--- src/rtl/freq_hist.sv ---
// ============================================================================
// freq_hist -- symbol frequency histogram for an entropy-coding front end.
//
// Counts how often each symbol value 0..NUM_SYM-1 appears in a stream.
// start opens a new histogram. Each valid symbol then adds one to its bin and
// to the running total. din_last closes the histogram and raises req. The
// coding stage reads the frozen counts and answers with ack, which returns
// the block to idle. The counts stay readable until the next start.
//
// Parameters
//   SYM_W   symbol width in bits
//   NUM_SYM number of counted bins (2 .. 2**SYM_W)
//   CNT_W   width of each bin counter
//   LEN_W   width of the total-symbol counter (wraps)
//
// Ports
//   clk         clock, rising edge
//   rst_n       asynchronous active-low reset
//   start       one-cycle pulse that begins a new histogram
//   din_valid   qualifies din / din_last
//   din         input symbol
//   din_last    final symbol of the stream (only meaningful with din_valid)
//   ack         acknowledge from the coding stage
//   req         histogram-ready request (high while waiting for ack)
//   busy        high while counting or waiting for ack
//   cnt_out     packed bin counts, bin k at [k*CNT_W +: CNT_W]
//   total       number of accepted symbols, including out-of-range ones
//   num_active  number of nonzero bins (combinational)
//   oor_err     sticky: a symbol >= NUM_SYM was seen
//   sat_flag    sticky: a bin increment was attempted at full scale
//               (only when FREQ_HIST_SAT_EN is defined)
//
// Build option
//   FREQ_HIST_SAT_EN  when defined, bins saturate and sat_flag exists.
//                     When undefined, bins wrap and sat_flag is absent.
// ============================================================================
module freq_hist #(
    parameter int SYM_W   = 4,
    parameter int NUM_SYM = 10,
    parameter int CNT_W   = 8,
    parameter int LEN_W   = 16
) (
    input  logic                           clk,
    input  logic                           rst_n,
    input  logic                           start,
    input  logic                           din_valid,
    input  logic [SYM_W-1:0]               din,
    input  logic                           din_last,
    input  logic                           ack,
    output logic                           req,
    output logic                           busy,
    output logic [NUM_SYM*CNT_W-1:0]       cnt_out,
    output logic [LEN_W-1:0]               total,
    output logic [$clog2(NUM_SYM+1)-1:0]   num_active,
    output logic                           oor_err
`ifdef FREQ_HIST_SAT_EN
    ,
    output logic                           sat_flag
`endif
);

    localparam int NA_W = $clog2(NUM_SYM + 1);

    localparam logic [1:0] S_IDLE  = 2'd0;
    localparam logic [1:0] S_COUNT = 2'd1;
    localparam logic [1:0] S_REQ   = 2'd2;

    logic [1:0]       state_q;
    logic [CNT_W-1:0] bin_q [NUM_SYM];
    logic [LEN_W-1:0] total_q;
    logic             oor_q;

    logic do_clear;   // open or restart a histogram this cycle
    logic do_count;   // accept the symbol on din this cycle
    logic in_range;   // din addresses a real bin

    // start is honoured in IDLE and COUNT only. In COUNT it also wins over
    // any symbol (and any din_last) presented in the same cycle.
    assign do_clear = start && (state_q != S_REQ);
    assign do_count = din_valid && (state_q == S_COUNT) && !start;
    assign in_range = ({{(32-SYM_W){1'b0}}, din} < 32'(NUM_SYM));

    // ------------------------------------------------------------------
    // Control FSM
    // ------------------------------------------------------------------
    // NOTE: every register in this file is updated with non-blocking (<=)
    // assignments, so all flops see pre-edge values regardless of the
    // order in which the always_ff blocks are evaluated.
    always_ff @(posedge clk or negedge rst_n) begin
        if (!rst_n) begin
            state_q <= S_IDLE;
        end else begin
            case (state_q)
                S_IDLE:  if (start) state_q <= S_COUNT;
                S_COUNT: if (do_count && din_last) state_q <= S_REQ;
                S_REQ:   if (ack) state_q <= S_IDLE;
                default: state_q <= S_IDLE;
            endcase
        end
    end

    assign req  = (state_q == S_REQ);
    assign busy = (state_q == S_COUNT) || (state_q == S_REQ);

    // ------------------------------------------------------------------
    // Bin counters
    // ------------------------------------------------------------------
    // NOTE: the bins form a register array, not a RAM. They must read as
    // zero straight out of reset, so every entry is reset explicitly. Do not
    // map this array onto a memory macro, because a macro cannot clear in
    // one cycle.
    always_ff @(posedge clk or negedge rst_n) begin
        if (!rst_n) begin
            for (int k = 0; k < NUM_SYM; k++) bin_q[k] <= '0;
        end else if (do_clear) begin
            for (int k = 0; k < NUM_SYM; k++) bin_q[k] <= '0;
        end else if (do_count && in_range) begin
            for (int k = 0; k < NUM_SYM; k++) begin
                if (din == SYM_W'(k)) begin
`ifdef FREQ_HIST_SAT_EN
                    if (bin_q[k] != '1) bin_q[k] <= bin_q[k] + CNT_W'(1);
`else
                    bin_q[k] <= bin_q[k] + CNT_W'(1);
`endif
                end
            end
        end
    end

    // Out-of-range symbols still count toward the total.
    always_ff @(posedge clk or negedge rst_n) begin
        if (!rst_n) begin
            total_q <= '0;
            oor_q   <= 1'b0;
        end else if (do_clear) begin
            total_q <= '0;
            oor_q   <= 1'b0;
        end else if (do_count) begin
            total_q <= total_q + LEN_W'(1);
            if (!in_range) oor_q <= 1'b1;
        end
    end

`ifdef FREQ_HIST_SAT_EN
    logic sel_at_max;
    logic sat_q;

    always_comb begin
        sel_at_max = 1'b0;
        for (int k = 0; k < NUM_SYM; k++) begin
            if ((din == SYM_W'(k)) && (bin_q[k] == '1)) sel_at_max = 1'b1;
        end
    end

    always_ff @(posedge clk or negedge rst_n) begin
        if (!rst_n) begin
            sat_q <= 1'b0;
        end else if (do_clear) begin
            sat_q <= 1'b0;
        end else if (do_count && in_range && sel_at_max) begin
            sat_q <= 1'b1;
        end
    end

    assign sat_flag = sat_q;
`endif

    // ------------------------------------------------------------------
    // Outputs
    // ------------------------------------------------------------------
    for (genvar g = 0; g < NUM_SYM; g++) begin : g_pack
        assign cnt_out[g*CNT_W +: CNT_W] = bin_q[g];
    end

    assign total   = total_q;
    assign oor_err = oor_q;

    // NOTE: the accumulator gets a default before the loop. Without it,
    // always_comb would infer a latch for any path that skips the
    // assignment.
    always_comb begin
        num_active = '0;
        for (int k = 0; k < NUM_SYM; k++) begin
            if (bin_q[k] != '0) num_active = num_active + NA_W'(1);
        end
    end

endmodule

--- config.mk ---
export PLATFORM = sky130hd
export DESIGN_NAME = freq_hist
export DESIGN_NICKNAME = d
export VERILOG_FILES = /design/src/rtl/freq_hist.sv
export SDC_FILE = /design/constraint.sdc
export NUM_CORES = 1
export LEC_CHECK = 0
export CAP_MARGIN = 20
export CORE_MARGIN = 2
export CORE_UTILIZATION = 48
export DETAILED_ROUTE_END_ITERATION = 7
export PLACE_DENSITY_LB_ADDON = 0.08
export SYNTH_ARGS = -nofsm -noshare
export SYNTH_HDL_FRONTEND = slang
export SYNTH_SLANG_ARGS = --single-unit
--- constraint.sdc ---
create_clock -name clk -period 6.95 [get_ports clk]
set_input_delay 1.0425 -clock clk [delete_from_list [all_inputs] [get_ports clk]]
set_output_delay 1.0425 -clock clk [all_outputs]
set_load 0.05 [all_outputs]
==> impl_metrics.tcl <==
set metrics [dict create \
    grt_max_degree 58 \
    finalNetCount 851 \
    skew_ns 0.008137 \
    critPathBufInv 4 \
    ys.flop_type "dfrtp_1" \
    dp_slack_ns -0.1506 \
    tightest_slew_ns 0.7314 \
    cpLargestDelayFamily "simple AND/OR/NAND/NOR gates" \
    slew_viol_final 0 \
    period_minus_slack_ns 7.381 \
    crit_top_cell "ha_4" \
    slowest_delay_ns 0.46 \
    setup_ws_ns -0.4314 \
    ctsRootBufferMaster "clkbuf_16" \
    max_slew_margin 0.5087 \
    detail-route-antenna-nets 0 \
    syn_area_per_cell_um2 9.029 \
    synth_edf_count 0 \
    drcViolationCount 0 \
    netlist_top_cells_area "dfrtp_1 (41%), xor2_1 (8.0%), ha_1 (7.1%)" \
    rsz0062_at_grt "true" \
    area_growth_pct 33.70 \
    globalplace.congestion 0.9112 \
    synth_nets 711 \
    yosysUniqueCellTypes 60 \
    synth_most_common_cell "dfrtp_1" \
    hpwl_um 11310 \
    grt_pass1_vias 5392 \
    worstSetupPathType "flip-flop to output pin" \
    fin_setup_tns_ns -0.7506 \
    cts_tree "built" \
    num_rows 40 \
    synth_top_cell_by_area "dfrtp_1" \
    p_leak_nw 3.601 \
    clkTransAtPathRegs_ns 0.07 \
    arrival_ns 6.34 \
    yosys_warnings 0 \
    vdd_drop_max_mv 0.1782 \
    synth_commonest_cells "dfrtp_1 (99), nor2_1 (94), nand2_1 (69)" \
    drv_cap 0 \
    grt-ovfl-total 0 \
    worstSetupStartpointType "flip-flop" \
    p_per_area_nw_per_um2 171.7 \
    setup_viol 3 \
    die-width_um 116.0 \
    violations "negative setup slack" \
    cts_buffer_depth 2 \
    numPortBuffers 112 \
    core_area_um2 12110 \
    path_max_fanout 4 \
    antennaDiodeCount 0 \
    cts_htree_levels 3 \
    via_per_inst 5.460 \
    cp.required_ns 5.91 \
    fmax_mhz 135.5 \
    die_area_um2 13460 \
    antenna_found_initial 0 \
    fill_cells 1021 \
    cts.sinks 99 \
    drt-total-wl_um 15710 \
    cp-end-kind "output pin" \
    cp_slowest_cell "or4b_4" \
    io_pins 113 \
    hold_class "flip-flop to flip-flop" \
    placed_area_um2 7611 \
    hold_viol 0 \
    clkLatencyLatePin_ns 0.36 \
    first_iter_violations 208 \
    fin_area_um2 8051 \
    die-height_um 116.0 \
    ys_seq_elements 99 \
    synth.yosys.seq_area_share 0.4114 \
    wl_per_cell_um 16.03 \
    outcome "finished, violations left" \
    yosysTopAreaCellShare 0.4114 \
    cts_made_buffers 9 \
    async_flop_share 1.000 \
    holdBufCountCts 0 \
    period_share 1.062 \
    start_util 0.4972 \
    synth_area_um2 6022 \
    grt_pass1_wl_um 26030 \
    postSynthCellCount 667 \
    drtPass1Iterations 5 \
    dr_total_vias 5351 \
    drive_above_1_share 0.1281 \
    track_usage 0.2450 \
]
[routing by layer]
| metal | vias to the layer above | part of all wire | global-route usage |
|---|---|---|---|
| met5 | - | 0 | 0 |
| met4 | 0 | 0.015 | 0.06190 |
| met3 | 23 | 0.054 | 0.07845 |
| met2 | 132 | 0.50 | 0.4125 |
| met1 | 2607 | 0.43 | 0.3072 |
| li1 | 2589 | - | - |
[kinds of logic (layout without fill, tap and decap cells)]
group	Yosys count	in the layout	share of synthesized area
adder cells (fa/ha/maj)	34	34	0.07064
XOR/XNOR	75	75	0.1159
multiplexers	14	14	0.02472
AO/OA/AOI/OAI	87	87	0.09288
flip-flops	99	99	0.4114
AND/OR/NAND/NOR	306	306	0.2508
buffers and inverters	52	197	0.03366
[sequential cells by signal, indices dropped and copies added, names as in the netlist]
name,flops
cnt_out,80
oor_err,1
state_q,2
total,16
[layout by cell type (no fill, tap or decap), types with 15 or more instances in the layout]
cell,netlist,layout
xnor2_1,17,15
o21ai_0,28,24
clkdlybuf4s50_1,0,108
buf_4,0,35
nand3_1,40,40
nand2_1,69,68
nand4_1,19,19
xor2_1,55,53
dfrtp_1,99,97
inv_1,33,31
and3_1,21,21
ha_1,34,30
nor2_1,94,91
a21oi_1,24,20
[timing repair]
action / in CTS / in global routing
setup endpoints to repair: 3 / 3
gates resized for setup: 9 / 10
setup buffers: 3 / 3
pin swaps: 9 / 2
gates cloned: 0 / 0
[per-stage QoR]
step | utilization | cells | total power [mW] | hold slack (ns)
6_report | 0.6648 | 980 | 1.383 | 0.4882
5_1_grt | 0.6648 | 980 | 1.450 | 0.5336
4_1_cts | 0.6574 | 976 | 1.389 | 0.4950
3_5_place_dp | 0.6284 | 957 | 0.8900 | 0.4750
3_3_place_gp | 0.6284 | 957 | 0.8822 | 0.4625
2_1_floorplan | - | 667 | 0.7917 | 0.5802
[cell type report]
| class | instances | area, um^2 | share of cell area |
|---|---|---|---|
| inverters | 34 | 127.6 | 0.01585 |
| well taps | 168 | 210.2 | 0.02611 |
| multi-input cells | 516 | 3542 | 0.4399 |
| flip-flops and latches | 99 | 2480 | 0.3080 |
| clock inverters | 5 | 45.04 | 0.005594 |
| repair buffers | 147 | 1404 | 0.1744 |
| clock buffers | 11 | 242.7 | 0.03015 |
[final timing paths]
kind,startpoint,to,slack [ns],cells after the start
max in group asynchronous,rst_n,cnt_out[8]$_DFFE_PN0P_,5.11,2
max,cnt_out[8]$_DFFE_PN0P_,num_active[3],-0.43,29
min,total[15]$_DFFE_PN0P_,total[15]$_DFFE_PN0P_,0.49,1
max reg2reg,state_q[1]$_DFFE_PN0P_,cnt_out[79]$_DFFE_PN0P_,4.22,8
min reg2reg,total[15]$_DFFE_PN0P_,total[15]$_DFFE_PN0P_,0.49,1
min in group asynchronous,rst_n,total[15]$_DFFE_PN0P_,0.66,1
[worst register-to-register path: cells and delay by family (launching register included)]
kind / cells / cell delay, ns
compound gates: 2 / 0.43
flops: 1 / 0.38
buf+inv: 1 / 0.14
simple gates: 4 / 1.49
fa+ha+maj: 1 / 0.21
[power breakdown]
group          internal, mW  switching (mW)  leakage [nW]  total [mW]
logic                0.0956           0.196          2.09       0.292
clock network         0.259           0.234         0.139       0.493
registers             0.587          0.0112          1.38       0.598
total                 0.941           0.442          3.60        1.38
(Power assumes the default switching activity.)
==> RTL edit 1 (config.mk and constraints unchanged) <==
The option `FREQ_HIST_SAT_EN` is turned on by a define.
--- a/src/rtl/freq_hist.sv
+++ b/src/rtl/freq_hist.sv
@@ -34,6 +34,8 @@
 //   FREQ_HIST_SAT_EN  when defined, bins saturate and sat_flag exists.
 //                     When undefined, bins wrap and sat_flag is absent.
 // ============================================================================
+`define FREQ_HIST_SAT_EN
+
 module freq_hist #(
     parameter int SYM_W   = 4,
     parameter int NUM_SYM = 10,
Check against the original RTL (old outputs only; new: sat_flag): no difference found for any inputs over 4 cycles, from zero or initial values and one cycle with rst_n low; that may be too few to reach the edited logic, so the function may still have changed.
==> RTL edit 1 against the original RTL <==
  * Cell area rose by 2.4%
  * Worst hold slack improved by 5.3 ps
  * Global-route usage is 0.88 points lower
  * Area after synthesis up 4.8%
  * Sequential cell count up 1
  * Worst setup slack improved by 690 ps
  * Power shrank 0.25%
  * Die area is 4.6% higher
  * Non-clock buffer count decreased by 10
  * Routed wire length grew 5.1%
  * Sequential share of layout area is 0.35 points lower
  * Critical endpoint is now num_active[1]
  * Largest power group unchanged
==> RTL edit 1: results (changes against the original RTL) <==
The run finished with clean final reports. The number of non-filler instances in the completed layout is 1005 (+2.6%). Number of instances in the synthesized netlist: 700 (+4.9%).

The slew at the pin with the worst max-slew slack is 898 ps (+166 ps), and the global-route wire length before repair is 27.1 mm (+4.2%). The area share of buffers outside the clock network works out to 16.2% (-1.3 points). The post-route clock skew came out at 10.9 ps (+2.74 ps).

For the global placement routability congestion, the log shows 0.919 (+0.81%). The share of async-settable or async-resettable flops after synthesis is 100% (unchanged). The count of input and output buffers came out at 113 (+0.89%). The synthesized netlist net count came out at 744 (+4.6%). The non-clock buffer total of the final layout is 137 (-6.8%). The number of synthesized register bits works out to 100 (+1.0%). The final period demand of the worst path came out at 6690 ps (-687 ps). The mux cell area share after synthesis works out to 2.95% (+0.48 points).

The logic depth of the worst register-to-register path works out to 10 (+2). The peak supply drop is 0.252 mV (+41%). The number of fill cells in the layout was 1080 (+5.8%); the post-detailed-route via-to-cell ratio was 5.50 (+0.72%). The tools report the summed instance area of the synthesized netlist as 6310 µm² (+4.8%). The distinct cell type count after synthesis is 63 (+5.0%), and the detailed placer's ending HPWL is 11.8 mm (+4.4%). The fraction of final layout cells with drive strength greater than 1 came out at 11.3% (-1.5 points). The tools report the number of placed cells counting well taps as 977 (+2.1%).

The terminus of the critical flop-to-flop path is cnt_out[47]$_DFFE_PN0P_. The run gives 39.6% (-1.5 points) as the sequential-to-total area share from yosys stat. The fraction of area in clock buffers and inverters came out at 3.61% (+0.037 points).

The total global routing track utilization came out at 23.6% (-0.88 points). By count the netlist is led by sky130_fd_sc_hd__nor2_1 (113), sky130_fd_sc_hd__dfrtp_1 (100), sky130_fd_sc_hd__nand2_1 (66). The arrival time at the worst endpoint was 5650 ps (-690 ps). The total of clock buffers placed in the layout is 10 (-1), and the register-to-register setup slack is 3800 ps (-420 ps). The run gives 3 (-6) as the count of cells resized by post-cts repair. Sequential share of cell area: 30.5% (-0.35 points). Largest driver fanout on the critical path: 4 (unchanged).

Yosys attributes the largest share of cell area to sky130_fd_sc_hd__dfrtp_1 (40%), sky130_fd_sc_hd__ha_1 (6.7%), sky130_fd_sc_hd__nor2_1 (6.7%). The total number of multi-input combinational cells is 549 (+6.4%), and the number of cells on the worst hold path is 1 (unchanged). The final-layout worst hold slack is 494 ps (+5.30 ps).

The final net count was 874 (+2.7%); the fraction of the mapped netlist area in compound gates was 8.78% (-0.51 points). The final setup TNS is 0 ps (+751 ps). The sequential cell count was 100 (+1.0%). The number of antenna violations at the first check in global routing was 0 (unchanged); the instance area after placement was 7700 µm² (+1.2%).

The tools report the pre-CTS worst setup slack as 233 ps (+384 ps). The post-synthesis adder-cell area fraction is 6.74% (-0.32 points). The count of inverters other than clock inverters in the layout is 33 (-2.9%), and the area taken by multi-input logic gates is 3760 µm² (+6.3%).
-- RTL edit 1: worst max-delay path, cell delays in order, from the launching register on --
cell	delay (ps)
sky130_fd_sc_hd__dfrtp_2	450
sky130_fd_sc_hd__nor4_4	300
sky130_fd_sc_hd__nand3_2	160
sky130_fd_sc_hd__inv_2	110
sky130_fd_sc_hd__ha_4	200
sky130_fd_sc_hd__inv_2	80
sky130_fd_sc_hd__xnor3_2	460
sky130_fd_sc_hd__ha_4	290
sky130_fd_sc_hd__xnor3_1	200
sky130_fd_sc_hd__o211ai_1	220
sky130_fd_sc_hd__xnor2_1	140
sky130_fd_sc_hd__nor2_1	160
sky130_fd_sc_hd__nor2_1	70
sky130_fd_sc_hd__ha_1	300
sky130_fd_sc_hd__a21oi_1	50
sky130_fd_sc_hd__o31ai_1	290
sky130_fd_sc_hd__xnor2_1	180
sky130_fd_sc_hd__nor2_1	60
sky130_fd_sc_hd__a31o_2	220
sky130_fd_sc_hd__ha_1	280
sky130_fd_sc_hd__nand2_1	60
sky130_fd_sc_hd__o31ai_1	70
sky130_fd_sc_hd__a41o_1	250
sky130_fd_sc_hd__ha_1	270
sky130_fd_sc_hd__mux2_4	270
sky130_fd_sc_hd__buf_8	150
-- RTL edit 1: power breakdown --
part / switching, mW / total, mW / internal (mW) / leakage [nW]
Combinational: 0.176 / 0.256 / 0.0796 / 2.01
Clock: 0.232 / 0.522 / 0.290 / 0.147
Sequential: 0.0102 / 0.602 / 0.592 / 1.38
Total: 0.418 / 1.38 / 0.961 / 3.54
-- RTL edit 1: layer usage --
layer	track usage, %	wire length, µm
met4	7.74	313
met1	32.3	7690
met3	4.05	691
met2	38.1	7820
met5	0	0
==> RTL edit 2 (config.mk and constraints unchanged) <==
Without the edit above. Register the output `cnt_out`, cleared by the reset; this adds one clock of latency there. The other outputs are not delayed to match.
--- a/src/rtl/freq_hist.sv
+++ b/src/rtl/freq_hist.sv
@@ -64,6 +64,8 @@
     localparam logic [1:0] S_IDLE  = 2'd0;
     localparam logic [1:0] S_COUNT = 2'd1;
     localparam logic [1:0] S_REQ   = 2'd2;
+
+    logic [NUM_SYM*CNT_W-1:0] cnt_d;
 
     logic [1:0]       state_q;
     logic [CNT_W-1:0] bin_q [NUM_SYM];
@@ -169,7 +171,7 @@
     // Outputs
     // ------------------------------------------------------------------
     for (genvar g = 0; g < NUM_SYM; g++) begin : g_pack
-        assign cnt_out[g*CNT_W +: CNT_W] = bin_q[g];
+        assign cnt_d[g*CNT_W +: CNT_W] = bin_q[g];
     end
 
     assign total   = total_q;
@@ -185,5 +187,13 @@
         end
     end
 
+    always_ff @(posedge clk or negedge rst_n) begin
+        if (!rst_n) begin
+            cnt_out <= '0;
+        end else begin
+            cnt_out <= cnt_d;
+        end
+    end
+
 endmodule
 
Function: changed (Yosys sat finds a counterexample within 4 cycles, from zero or initial values and one cycle with rst_n low).
==> RTL edit 2 against the original RTL <==
  * The flow still finishes with violations (negative setup slack)
  * Sequential cell count is 80 higher
  * Routed wire length up 7.5%
  * Power increased by 75%
  * Worst hold slack got worse by 70 ps
  * Cell area is 28% higher
  * Worst setup slack better by 84 ps
  * Register-to-register slack worse by 170 ps
  * Sequential power is 79% higher
  * Die area rose by 30%
  * Area after synthesis rose by 31%
  * Critical path type unchanged
  * Highest routed layer unchanged
==> RTL edit 2: results (changes against the original RTL) <==
The instance area after placement was 9420 µm² (+24%); the global placement routability congestion was 0.811 (-11%). The sequential-to-total area share from yosys stat is 56.6% (+15 points). The net switching fraction of the power works out to 26.1% (-5.8 points). The pre-CTS worst setup slack was -173 ps (-22.5 ps).

For the clock power share, the log shows 42.9% (+7.2 points). The post-synthesis xor/xnor area fraction came out at 9.77% (-1.8 points). The logs give 750 µm (-11%) for the met3 wire length and 17 (+8) for the total CTS buffers. For the number of placed cells counting well taps, the log shows 1060 (+11%). The run finished, with violations left. The routed wire length is 16.9 mm (+7.5%). The slowest stage cell on the critical path is sky130_fd_sc_hd__or4_4.

The register-to-register setup slack is 4050 ps (-170 ps), and the minimum setup slack in the final design is -348 ps (+83.8 ps). In this run the worst setup path begins at bin_q[65]$_DFFE_PN0P_. The tools report the arrival time at the worst endpoint as 6260 ps (-80 ps). The tools report the number of instances in the synthesized netlist as 735 (+10%).

The logs give 1306 (+28%) for the number of fill cells in the layout and 33.8% (-7.4 points) for the met2 track demand over resource in global routing. The peak supply drop is 0.289 mV (+62%). The tools report the terminus of the critical flop-to-flop path as bin_q[7]$_DFFE_PN0P_.

Final net count: 926 (+8.8%). The fraction of the mapped netlist area in compound gates is 4.84% (-4.4 points). The run gives 4.85 nW (+35%) as the leakage power figure.

The final setup violation count is 3 (unchanged). The checks that failed: negative setup slack. The average detailed-routed wire length per instance is 15.2 µm (-5.2%). The detailed placer's ending HPWL is 11.4 mm (+0.50%), and the largest driver fanout on the critical path is 3 (-1).

For the initial detailed-routing violation count, the log shows 276 (+33%). By area the synthesized netlist is led by sky130_fd_sc_hd__dfrtp_1 (57%), sky130_fd_sc_hd__xor2_1 (7.0%), sky130_fd_sc_hd__ha_1 (5.4%).
[RTL edit 2: cell types whose count changed after synthesis, sizes merged, moves of 3 or more]
| cell | before | now |
|---|---|---|
| o211ai | 4 | 1 |
| nand4 | 19 | 14 |
| xor2 | 55 | 63 |
| o22ai | 1 | 4 |
| dfrtp | 99 | 179 |
| a211oi | 5 | 0 |
| o21ai | 29 | 21 |
| inv | 34 | 29 |
| nor2 | 94 | 104 |
| nor3 | 13 | 16 |
| a21oi | 25 | 19 |
| xnor2 | 17 | 21 |
[RTL edit 2: cell type report]
cell class              instances  area [µm²]  share of cell area [%]
flip-flops and latches        179        4480                    43.3
multi-input cells             510        3430                    33.1
inverters                      29         111                    1.08
well taps                     216         270                    2.61
clock inverters                13         196                    1.90
clock buffers                  19         453                    4.38
repair buffers                145        1410                    13.6
[RTL edit 2: what timing repair did]
action	4_1_cts	5_1_grt
setup buffers	10	8
resized for setup	15	13
pin swaps	15	12
hold buffers	0	0
endpoints found under the setup margin	3	3
